<file path="src/rtl/apb_req_bridge.sv">
// APB requester: command/response handshake front end driving
// the APB SETUP/ACCESS sequence to one of NUM_SLAVES completers.
module apb_req_bridge #(
  parameter int ADDR_WIDTH     = 32,
  parameter int DATA_WIDTH     = 32,
  parameter int NUM_SLAVES     = 4,
  parameter int REGION_BITS    = 12,
  parameter int TIMEOUT_CYCLES = 16
) (
  input  logic                             pclk,
  input  logic                             presetn,
  input  logic                             cmd_valid,
  output logic                             cmd_ready,
  input  logic                             cmd_write,
  input  logic [ADDR_WIDTH-1:0]            cmd_addr,
  input  logic [DATA_WIDTH-1:0]            cmd_wdata,
  input  logic [DATA_WIDTH/8-1:0]          cmd_strb,
  input  logic [2:0]                       cmd_prot,
  output logic                             rsp_valid,
  input  logic                             rsp_ready,
  output logic [DATA_WIDTH-1:0]            rsp_rdata,
  output logic                             rsp_err,
  output logic                             rsp_timeout,
  output logic [NUM_SLAVES-1:0]            psel,
  output logic                             penable,
  output logic                             pwrite,
  output logic [ADDR_WIDTH-1:0]            paddr,
  output logic [DATA_WIDTH-1:0]            pwdata,
  output logic [DATA_WIDTH/8-1:0]          pstrb,
  output logic [2:0]                       pprot,
  input  logic [NUM_SLAVES*DATA_WIDTH-1:0] prdata,
  input  logic [NUM_SLAVES-1:0]            pready,
  input  logic [NUM_SLAVES-1:0]            pslverr
);

  localparam int SB   = DATA_WIDTH / 8;
  localparam int CLOG = (NUM_SLAVES > 1) ? $clog2(NUM_SLAVES) : 0;
  localparam int SW   = (CLOG > 0) ? CLOG : 1;
  localparam int AL   = $clog2(SB);
  localparam int TW   = (TIMEOUT_CYCLES > 0) ?
                        $clog2(TIMEOUT_CYCLES + 1) : 1;
  localparam logic [ADDR_WIDTH-1:0] AMASK =
    ADDR_WIDTH'((64'd1 << AL) - 64'd1);
  localparam logic [TW-1:0] TLAST = TW'(TIMEOUT_CYCLES - 1);

  typedef enum logic [1:0] {
    IDLE,
    SETUP,
    ACCESS,
    RESP
  } state_t;

  state_t state_q, state_d;

  logic            init_q;
  logic [SW-1:0]   sidx_q;
  logic [TW-1:0]   wait_q;
  logic [SW-1:0]   sidx;
  logic [ADDR_WIDTH-1:0] upper;
  logic            dec_err;
  logic            align_err;
  logic            bad;
  logic            accept;
  logic            sel_ready;
  logic            sel_err;
  logic [DATA_WIDTH-1:0] sel_rdata;
  logic            timeout_hit;

  assign sidx      = (CLOG > 0) ? SW'(cmd_addr >> REGION_BITS) : '0;
  assign upper     = cmd_addr >> (REGION_BITS + CLOG);
  assign dec_err   = (upper != '0) || (32'(sidx) >= NUM_SLAVES);
  assign align_err = (cmd_addr & AMASK) != '0;
  assign bad       = dec_err || align_err;

  assign cmd_ready = (state_q == IDLE) && init_q;
  assign accept    = cmd_valid && cmd_ready;
  assign rsp_valid = (state_q == RESP);
  assign penable   = (state_q == ACCESS);

  assign sel_ready = pready[sidx_q];
  assign sel_err   = pslverr[sidx_q];
  assign sel_rdata = prdata[int'(sidx_q)*DATA_WIDTH +: DATA_WIDTH];

  // Wait counter holds the number of low pready samples already seen,
  // so the limit is reached on the TIMEOUT_CYCLES-th low sample.
  assign timeout_hit = (TIMEOUT_CYCLES != 0) && !sel_ready &&
                       (wait_q == TLAST);

  // One-hot select is live only during SETUP and ACCESS
  always_comb begin
    psel = '0;
    if (state_q == SETUP || state_q == ACCESS)
      psel[sidx_q] = 1'b1;
  end

  // Next-state logic
  always_comb begin
    state_d = state_q;
    unique case (state_q)
      IDLE:   if (accept) state_d = bad ? RESP : SETUP;
      SETUP:  state_d = ACCESS;
      ACCESS: if (sel_ready || timeout_hit) state_d = RESP;
      RESP:   if (rsp_ready) state_d = IDLE;
      default: state_d = IDLE;
    endcase
  end

  // State register; init_q holds off cmd_ready until the first edge
  always_ff @(posedge pclk or negedge presetn) begin
    if (!presetn) begin
      state_q <= IDLE;
      init_q  <= 1'b0;
    end else begin
      state_q <= state_d;
      init_q  <= 1'b1;
    end
  end

  // Latch the command into the APB bus registers and build the response
  always_ff @(posedge pclk or negedge presetn) begin
    if (!presetn) begin
      sidx_q      <= '0;
      wait_q      <= '0;
      pwrite      <= 1'b0;
      paddr       <= '0;
      pwdata      <= '0;
      pstrb       <= '0;
      pprot       <= '0;
      rsp_rdata   <= '0;
      rsp_err     <= 1'b0;
      rsp_timeout <= 1'b0;
    end else begin
      unique case (state_q)
        IDLE: begin
          if (accept) begin
            rsp_rdata   <= '0;
            rsp_err     <= bad;
            rsp_timeout <= 1'b0;
            if (!bad) begin
              sidx_q <= sidx;
              pwrite <= cmd_write;
              paddr  <= cmd_addr;
              pwdata <= cmd_wdata;
              pstrb  <= cmd_write ? cmd_strb : '0;
              pprot  <= cmd_prot;
            end
          end
        end
        SETUP: wait_q <= '0;
        ACCESS: begin
          if (sel_ready) begin
            rsp_err   <= sel_err;
            rsp_rdata <= (!pwrite && !sel_err) ? sel_rdata : '0;
          end else if (timeout_hit) begin
            rsp_err     <= 1'b1;
            rsp_timeout <= 1'b1;
            rsp_rdata   <= '0;
          end else begin
            wait_q <= wait_q + 1'b1;
          end
        end
        default: ;
      endcase
    end
  end

endmodule

</file>
<file path="config.mk">
export PLATFORM = sky130hd
export DESIGN_NAME = apb_req_bridge
export DESIGN_NICKNAME = d
export VERILOG_FILES = /design/src/rtl/apb_req_bridge.sv
export SDC_FILE = /design/constraint.sdc
export NUM_CORES = 1
export LEC_CHECK = 0
export ABC_AREA = 1
export ABC_CLOCK_PERIOD_IN_PS = 2800
export BUFFER_PORTS_ARGS = -buffer_cell sky130_fd_sc_hd__buf_2
export CAP_MARGIN = 5
export CELL_PAD_IN_SITES_DETAIL_PLACEMENT = 1
export CELL_PAD_IN_SITES_GLOBAL_PLACEMENT = 1
export CORE_UTILIZATION = 32
export DETAILED_ROUTE_END_ITERATION = 7
export GPL_TIMING_DRIVEN = 0
export HOLD_SLACK_MARGIN = 0.1
export PLACE_DENSITY = 0.84
export RECOVER_POWER = 100
export SLEW_MARGIN = 20
export SYNTH_ARGS = -nofsm -noshare
export SYNTH_HDL_FRONTEND = slang
export SYNTH_SLANG_ARGS = --single-unit
</file>
<file path="constraint.sdc">
create_clock -name pclk -period 2.8 [get_ports pclk]
set_input_delay 0.28 -clock pclk [delete_from_list [all_inputs] [get_ports pclk]]
set_output_delay 0.28 -clock pclk [all_outputs]
set_load 0.005 [all_outputs]
</file>
# After elaboration in Yosys (flattened, before gate mapping)
# Index checks and enable logic that the tools add are counted.
[word_totals]
ff_bits = 116
out_inout_bits = 113
[classes]
order_cmp = 2
eq_ne = 11
muxes = 28
n_bitwise = 1
reduce_logical = 21
shifts = 1
addsub = 1
[op_table]
columns = ["operator", "n"]
rows = [
  ["two-way mux 32 bit", 4],
  ["indexed part select 128 x 8 -> 32 bit", 1],
  ["case mux 32 bit (2 select lines)", 1],
  ["nonzero test 32 bit", 2],
  ["AND reduction 3 bit", 4],
  ["two-way mux 5 bit", 2],
  ["case mux 5 bit (2 select lines)", 1],
  ["two-way mux 1 bit", 8],
  ["two-way mux 2 bit", 4],
  ["two-way mux 4 bit", 2],
  ["case mux 2 bit (4 select lines)", 1],
  ["!= test 2 x 1 -> 1 bit (second input constant)", 3],
  ["!= test 2 bit (second input constant)", 3],
  ["adder 5 x 1 -> 5 bit (second input constant)", 1],
  ["equality test 5 x 4 -> 1 bit (second input constant)", 1],
  ["logical AND 1 bit", 5],
  ["binary-select mux 1 bit (select 2 bit)", 2],
  ["equality test 2 bit (second input constant)", 2],
  ["case mux 1 bit (2 select lines)", 2],
  ["AND reduction 4 bit", 1],
  ["nonzero test 2 bit", 2],
  ["zero test 1 bit", 3],
  ["logical OR 1 bit", 3],
  ["less-than comparator 2 x 3 -> 1 bit (second input constant)", 1],
  ["6 further kinds", 6],
]

# Depth between registers and ports, before layout
# Gate-level depths: netlist of the first run.
[depth]
word_depth = 7
depth_mapped = 11
depth_no_buf = 10

# Worst setup path before layout of the first run
# No wires, ideal clock.
[synth_path]
path_type = "register to register"
start = "register wait_q[0]"
end = "register rsp_rdata[10]"
required_ps = 2683
path_stages_with_launch = 12
synth_period_minus_slack_ps = 1728
arrival_ps = 1611
slack_ps = 1072
cell_sequence = "dfrtp_1 ha_1 nand2_1 nor2_1 ha_1 nor2_1 nand3_4 nand2_4 inv_2 buf_4 nand3_1 nand2_1"
[synth_via]
elab_chain_cells = 4
[synth_rtl]
columns = ["element", "line", "rtl"]
rows = [
  ["from (decl)", "57", "logic [TW-1:0] wait_q;"],
  ["from (signal assigned)", "159", "wait_q <= wait_q + 1'b1;"],
  ["equality test 5 x 4 -> 1 bit", "87", "(wait_q == TLAST);"],
  ["logical AND 1 bit", "86", "assign timeout_hit = (TIMEOUT_CYCLES != 0) && !sel_ready &&"],
  ["!= test 3 x 1 -> 1 bit (no source line)", "-", ""],
  ["AND reduction 3 bit (no source line)", "-", ""],
  ["to (signal assigned)", "153", "rsp_rdata <= (!pwrite && !sel_err) ? sel_rdata : '0;"],
  ["to (decl)", "21", "output logic [DATA_WIDTH-1:0] rsp_rdata,"],
]
# No other way between the ends.
# A chain may end at the register's enable or synchronous reset.

# Final worst setup path of the first run
[layout_path]
start = "register wait_q[0]"
end = "register rsp_rdata[28]"
# Same word-level chain as after synthesis.

==> impl_metrics.tcl, run 1 <==
set metrics [dict create \
    fin_area_sq_um 8320 \
    yosys-top-cells-area "dfrtp_1 (52%), nand2_1 (22%), a22oi_1 (5.8%), nand3_1 (4.2%), nor2_1 (2.8%)" \
    finalMaxSlewViolations 38 \
    post-place-cells 1223 \
    vias_per_cell 4.83 \
    wl_mm 22.9 \
    cap_violations 1 \
    synth_warnings 0 \
    hp-class "in2reg" \
    clkSlewWorstSetupHoldPaths_ps 60 \
    htree_num_levels 4 \
    io_buffers 324 \
    arrival_ps 2610 \
    holdWs_ps 108 \
    end_kind "register" \
    grt_overflow 0 \
    grt_use_total 0.269 \
    powerDensity_nw_per_um2 581 \
    io_pins 325 \
    grt_max_degree 78 \
    grt_setup_unrepaired "no" \
    antenna_found_initial 5 \
    clock-sinks 114 \
    synth_area_sq_um 5440 \
    synth_top_family_by_area "simple AND/OR/NAND/NOR gates" \
    synthAdderAreaFrac 0.0138 \
    period_needed_ps 2310 \
    fin_util 0.502 \
    syn_nets 896 \
    cts_buffers 17 \
    drive_above_1_share 0.279 \
    clock_skew_ps 13.9 \
    fmax_mhz 433 \
    synth-seq-area-share 0.525 \
    core_sq_um 16600 \
    dr.pass1.iters 4 \
    violations "capacitance limit, slew limit" \
    ff_latch_area_sq_um 2850 \
    start_kind "register" \
    multi_input_area_sq_um 2200 \
    max_slew.worst_pin.slew_ps 1810 \
    hpwlAfterDp_mm 16.0 \
    synth_area_per_cell_sq_um 8.02 \
    std_cell_rows 47 \
    p_leak_nw 4.58 \
    placed_cell_area_sq_um 7370 \
    layout.nets 1288 \
    cp_max_fo 10 \
    synth-compound-area-share 0.0677 \
    die_y_um 132 \
    synth_xor_area_frac 0.00161 \
    setup_viol 0 \
    drt_iter0_markers 234 \
    clock_latency_ps 420 \
    muxShareOfSynthArea 0 \
    post-route-period-util 0.825 \
    cts_root_buffer "clkbuf_16" \
    peakVddDrop_v 0.000418 \
    ys_types 28 \
    synthSimpleGateAreaFrac 0.325 \
    syn2layout_area_growth_pct 53.1 \
    layout.cells.non_filler 1306 \
    cts_tree "built" \
    ys_ff_latch 114 \
    netlist_instances 678 \
    crit_required_ps 3100 \
    vias 6307 \
    grt_pass1_wl_mm 36.1 \
    grt_pass1_vias 6820 \
    gp_congestion 0.864 \
    slew_headroom -0.210 \
    n_fill_cell 2187 \
    initial_core_util 0.328 \
    critPathKind "reg2reg" \
    post_cts_resized 0 \
    hold_viol 0 \
    cts_buffer_depth 2 \
    dieArea_sq_um 17500 \
    drc_errors 0 \
    status "finished with violations" \
    yosys.area.top_type "dfrtp_1" \
    ant_nets 0 \
    yosysTopAreaCellShare 0.525 \
    avgRoutedWirePerCell_um 17.5 \
    die_x_um 132 \
]
-- registers in the layout (all words and copies together), names as in the netlist --
name and count:
wait_q 5, paddr 32, rsp_timeout 1, pstrb 4, init_q 1, rsp_err 1, pwdata 32, state_q 2
pwrite 1, rsp_rdata 32, pprot 3
-- cells by family after synthesis --
group	after synthesis
AOI/OAI and AO/OA	52
DFF	114
buffers and inverters	74
xor gates and xnor gates	1
and+or+nand+nor	430
adders and majority gates	6
other	1
-- layout by cell type, fill, tap and decap left out, types with 13 or more instances in the layout --
cell           count
a22oi_1           42
buf_2            250
clkbuf_1          97
clkbuf_16         17
dfrtp_1          114
dlygate4sd3_1     48
inv_1             35
nand2_1          318
nand3_1           47
nand4_1           13
nor2_1            41
-- path summary, 6_finish.rpt --
| check | start | end | slack [ps] | cells after the start |
|---|---|---|---|---|
| max | wait_q[0]$_DFFE_PN0P_ | rsp_rdata[28]$_DFFE_PN0P_ | 490 | 11 |
| min | cmd_wdata[28] | pwdata[28]$_DFFE_PN0P_ | 110 | 3 |
| max reg2reg | wait_q[0]$_DFFE_PN0P_ | rsp_rdata[28]$_DFFE_PN0P_ | 490 | 11 |
| min reg2reg | pwdata[7]$_DFFE_PN0P_ | pwdata[7]$_DFFE_PN0P_ | 470 | 2 |
| max in group asynchronous | presetn | pstrb[2]$_DFFE_PN0P_ | 640 | 3 |
| min in group asynchronous | presetn | rsp_rdata[27]$_DFFE_PN0P_ | 1040 | 2 |
-- synthesized netlist by cell type --
library cell	instances
xor2_1	1
nand4_1	13
nand3_1	46
clkbuf_1	9
dfrtp_1	114
nand3_4	1
nor2_2	1
inv_2	5
nand2_4	1
or2_2	1
ha_1	6
a22oi_1	42
buf_4	8
nor2_1	40
conb_1	1
buf_6	5
nor3b_1	1
nand3_2	1
nor2_4	2
o21ai_1	1
nor3_1	3
buf_2	14
nand2_1	318
or2_1	2
a21oi_1	1
o22ai_1	2
inv_1	33
o21ai_0	6
-- repair_timing --
item | 4_1_cts | 5_1_grt
setup endpoints to repair | 0 | 0
hold buffers | 48 | 0
buffers inserted | 0 | 0
endpoints found under the hold margin | 84 | 0
-- area by class of cell --
type | count | share of cell area
Sequential cell | 114 | 0.343
Multi-Input combinational cell | 490 | 0.264
Timing Repair Buffer | 373 | 0.244
Clock buffer | 21 | 0.0565
Tap cell | 220 | 0.0331
Buffer | 36 | 0.0262
Inverter | 38 | 0.0171
Clock inverter | 11 | 0.0152
Antenna cell | 3 | 0.000902
-- worst max-delay path, cell delays in order, from the launching register on --
cell and delay, ps:
dfrtp_1 400, ha_1 220, nand2_1 80, nor2_1 40
ha_1 180, nor2_1 140, nand3_1 360, nand2_4 250
inv_1 150, buf_4 210, nand3_1 80, nand2_1 70
-- layer usage --
layer | vias to the layer above | routed length, um | GRT usage
li1 | 2956 | - | -
met1 | 3019 | 9090 | 0.301
met2 | 257 | 11700 | 0.480
met3 | 71 | 1090 | 0.0561
met4 | 4 | 1050 | 0.142
met5 | - | 28 | 0
-- metrics by stage --
step | worst slack [ps] | setup TNS (ps) | power [W]
floorplan | 1070 | 0 | 0.00222
global placement | -29.7 | -1790 | 0.00260
detailed placement | 781 | 0 | 0.00262
CTS | 759 | 0 | 0.00487
global route | 295 | 0 | 0.00504
finish | 489 | 0 | 0.00483
-- report_power, final --
part / internal [W] / switching [W] / total, W
Clock: 0.00138 / 0.000816 / 0.00220
Sequential: 0.00169 / 0.0000387 / 0.00173
Combinational: 0.000356 / 0.000544 / 0.000900
No activity file was read; power rests on OpenSTA's default activity.
==> run 2, diff against run 1 <==
--- a/config.mk
+++ b/config.mk
@@ -6,16 +6,16 @@
 export NUM_CORES = 1
 export LEC_CHECK = 0
 export ABC_AREA = 1
-export ABC_CLOCK_PERIOD_IN_PS = 2800
+export ABC_CLOCK_PERIOD_IN_PS = 2400
 export BUFFER_PORTS_ARGS = -buffer_cell sky130_fd_sc_hd__buf_2
 export CAP_MARGIN = 5
 export CELL_PAD_IN_SITES_DETAIL_PLACEMENT = 1
 export CELL_PAD_IN_SITES_GLOBAL_PLACEMENT = 1
-export CORE_UTILIZATION = 32
+export CORE_UTILIZATION = 30
 export DETAILED_ROUTE_END_ITERATION = 7
 export GPL_TIMING_DRIVEN = 0
 export HOLD_SLACK_MARGIN = 0.1
-export PLACE_DENSITY = 0.84
+export PLACE_DENSITY = 0.8
 export RECOVER_POWER = 100
 export SLEW_MARGIN = 20
 export SYNTH_ARGS = -nofsm -noshare
==> constraint.sdc (replaced) <==
create_clock -name pclk -period 2.4 [get_ports pclk]
set_input_delay 0.24 -clock pclk [delete_from_list [all_inputs] [get_ports pclk]]
set_output_delay 0.24 -clock pclk [all_outputs]
set_load 0.005 [all_outputs]
==> run 2 against run 1 <==
Compared with the run above: the flow now finishes without violations; count of clock-buffer cells in the layout rose by 1; power up 23%; clock power up 30%; sequential share of layout area shrank 0.42 points; register-to-register slack lost 240 ps; first-iteration DRC count increased by 24%; cell count increased by 0.69%; cell area rose by 1.2%; worst hold slack better by 16 ps; die area grew 6.6%; critical path depth is 1 lower; critical path type unchanged; highest routed layer is now met4.
==> impl_metrics.tcl, run 2 (synthesized netlist as in run 1, its figures left out) <==
set metrics [dict create \
    pwr-share-comb 0.179 \
    die_y_um 137 \
    grt_pass1_vias 6722 \
    slew_headroom 0.288 \
    layout.nets 1291 \
    rr_worst_depth 10 \
    io_pins 325 \
    start_kind "register" \
    top_regs "paddr: 32 flops, pwdata: 32 flops, rsp_rdata: 32 flops" \
    cap_violations 0 \
    cts_tree "built" \
    hpwlAfterDp_mm 16.2 \
    peakVddDrop_v 0.000488 \
    wl_mm 23.2 \
    post-route-period-util 0.897 \
    holdWs_ps 124 \
    p_total_w 0.00593 \
    syn2layout_area_growth_pct 55.0 \
    crit_required_ps 2700 \
    r2r_end "rsp_rdata[9]$_DFFE_PN0P_" \
    grt_pass1_wl_mm 34.9 \
    status "completed" \
    r2r-start "state_q[0]$_DFFE_PN0P_" \
    grt_overflow 0 \
    dieArea_sq_um 18700 \
    final_common_cell "nand2_1" \
    hold_path_depth 3 \
    antenna_found_initial 3 \
    drive_above_1_share 0.276 \
    p_sw_w 0.00160 \
    io_buffers 324 \
    grt_setup_unrepaired "no" \
    fmax_mhz 465 \
    powerDensity_nw_per_um2 705 \
    die_x_um 137 \
    cts_hold_buffers 51 \
    min_to "state_q[0]$_DFFE_PN0P_" \
    n_fill_cell 2259 \
    max_slew.worst_pin.slew_ps 1070 \
    gp_congestion 0.797 \
    cts_root_buffer "clkbuf_16" \
    critPathKind "reg2reg" \
    core_sq_um 17500 \
    setup_viol 0 \
    ant_nets 0 \
    std_cell_rows 48 \
    cts_buffer_depth 2 \
    ff2ff_setup_slack_ps 250 \
    arrival_ps 2450 \
    pwr-share-clk 0.480 \
    cp_max_fo 10 \
    post_cts_resized 0 \
    dr.pass1.iters 6 \
    post_cts_buffers 0 \
    avgRoutedWirePerCell_um 17.7 \
    p_leak_nw 4.63 \
    vias_per_cell 4.76 \
    swShare 0.269 \
    htree_num_levels 4 \
    finalMaxSlewViolations 0 \
    seqPwrFrac 0.341 \
    clkSlewWorstSetupHoldPaths_ps 50 \
    grt_use_total 0.253 \
    hold_viol 0 \
    end_kind "register" \
    clock-sinks 114 \
    period_needed_ps 2150 \
    initial_core_util 0.311 \
    grt_max_degree 78 \
    min_from "rsp_ready" \
    vias 6255 \
    p_int_w 0.00434 \
    drt_iter0_markers 289 \
    drc_errors 0 \
    final_cell_mix "nand2_1 (318), buf_2 (245), dfrtp_1 (114)" \
    hp-class "in2reg" \
    clock_latency_ps 420 \
    cts_buffers 17 \
    clock_skew_ps 14.0 \
]
-- run 2: area by class of cell --
type	count	area (sq um)	area share
clock inverter	9	176	0.0209
clock buffer	22	484	0.0575
timing repair buffer	376	2050	0.243
inverter	38	143	0.0169
buffer	36	215	0.0255
sequential	114	2850	0.339
antenna	5	12.5	0.00149
tap	225	282	0.0334
multi-input combinational	490	2210	0.263
-- run 2: how the worst max path moves through the flow --
stage          cells after the start                   start                   endpoint
3_5_place_dp                      10  state_q[0]$_DFFE_PN0P_  rsp_rdata[23]$_DFFE_PN0P_
6_report                          10  state_q[0]$_DFFE_PN0P_   rsp_rdata[9]$_DFFE_PN0P_
3_3_place_gp                       1                 presetn      pwdata[1]$_DFFE_PN0P_
2_1_floorplan                     11   wait_q[0]$_DFFE_PN0P_  rsp_rdata[10]$_DFFE_PN0P_
4_1_cts                           10  state_q[0]$_DFFE_PN0P_   rsp_rdata[9]$_DFFE_PN0P_
5_1_grt                           10  state_q[0]$_DFFE_PN0P_   rsp_rdata[0]$_DFFE_PN0P_
-- run 2: stage by stage --
stage / setup WS [ps] / instances / utilization / setup TNS, ps / instance area [sq um]
floorplan: 672 / 678 / - / 0 / 5440
global placement: -392 / 1227 / 0.420 / -43000 / 7340
detailed placement: 324 / 1228 / 0.422 / 0 / 7370
CTS: 269 / 1310 / 0.489 / 0 / 8540
global route: 68.1 / 1313 / 0.482 / 0 / 8420
finish: 248 / 1315 / 0.482 / 0 / 8420
-- run 2: metal layers --
layer / part of all wire / wire length, um / global-route usage
met3: 0.056 / 1300 / 0.0567
met2: 0.53 / 12400 / 0.478
met4: 0.033 / 765 / 0.115
met5: 0 / 0 / 0
met1: 0.38 / 8740 / 0.264
-- run 2: power groups by stage --
stage | clock [W] | combinational [W] | sequential (W)
global route | 0.00297 | 0.00119 | 0.00203
detailed placement | 0 | 0.00103 | 0.00205
finish | 0.00285 | 0.00106 | 0.00202
CTS | 0.00288 | 0.00110 | 0.00202
floorplan | 0 | 0.000545 | 0.00204
global placement | 0 | 0.00101 | 0.00205
-- run 2: critical path: stages (launching register included) --
cell      delay, ps
dfrtp_1         410
inv_1           100
ha_1            300
inv_1           160
nor2_1          210
nand3_4         170
nand2_4         160
inv_2           110
clkbuf_2        210
nand3_1         120
nand2_1          70
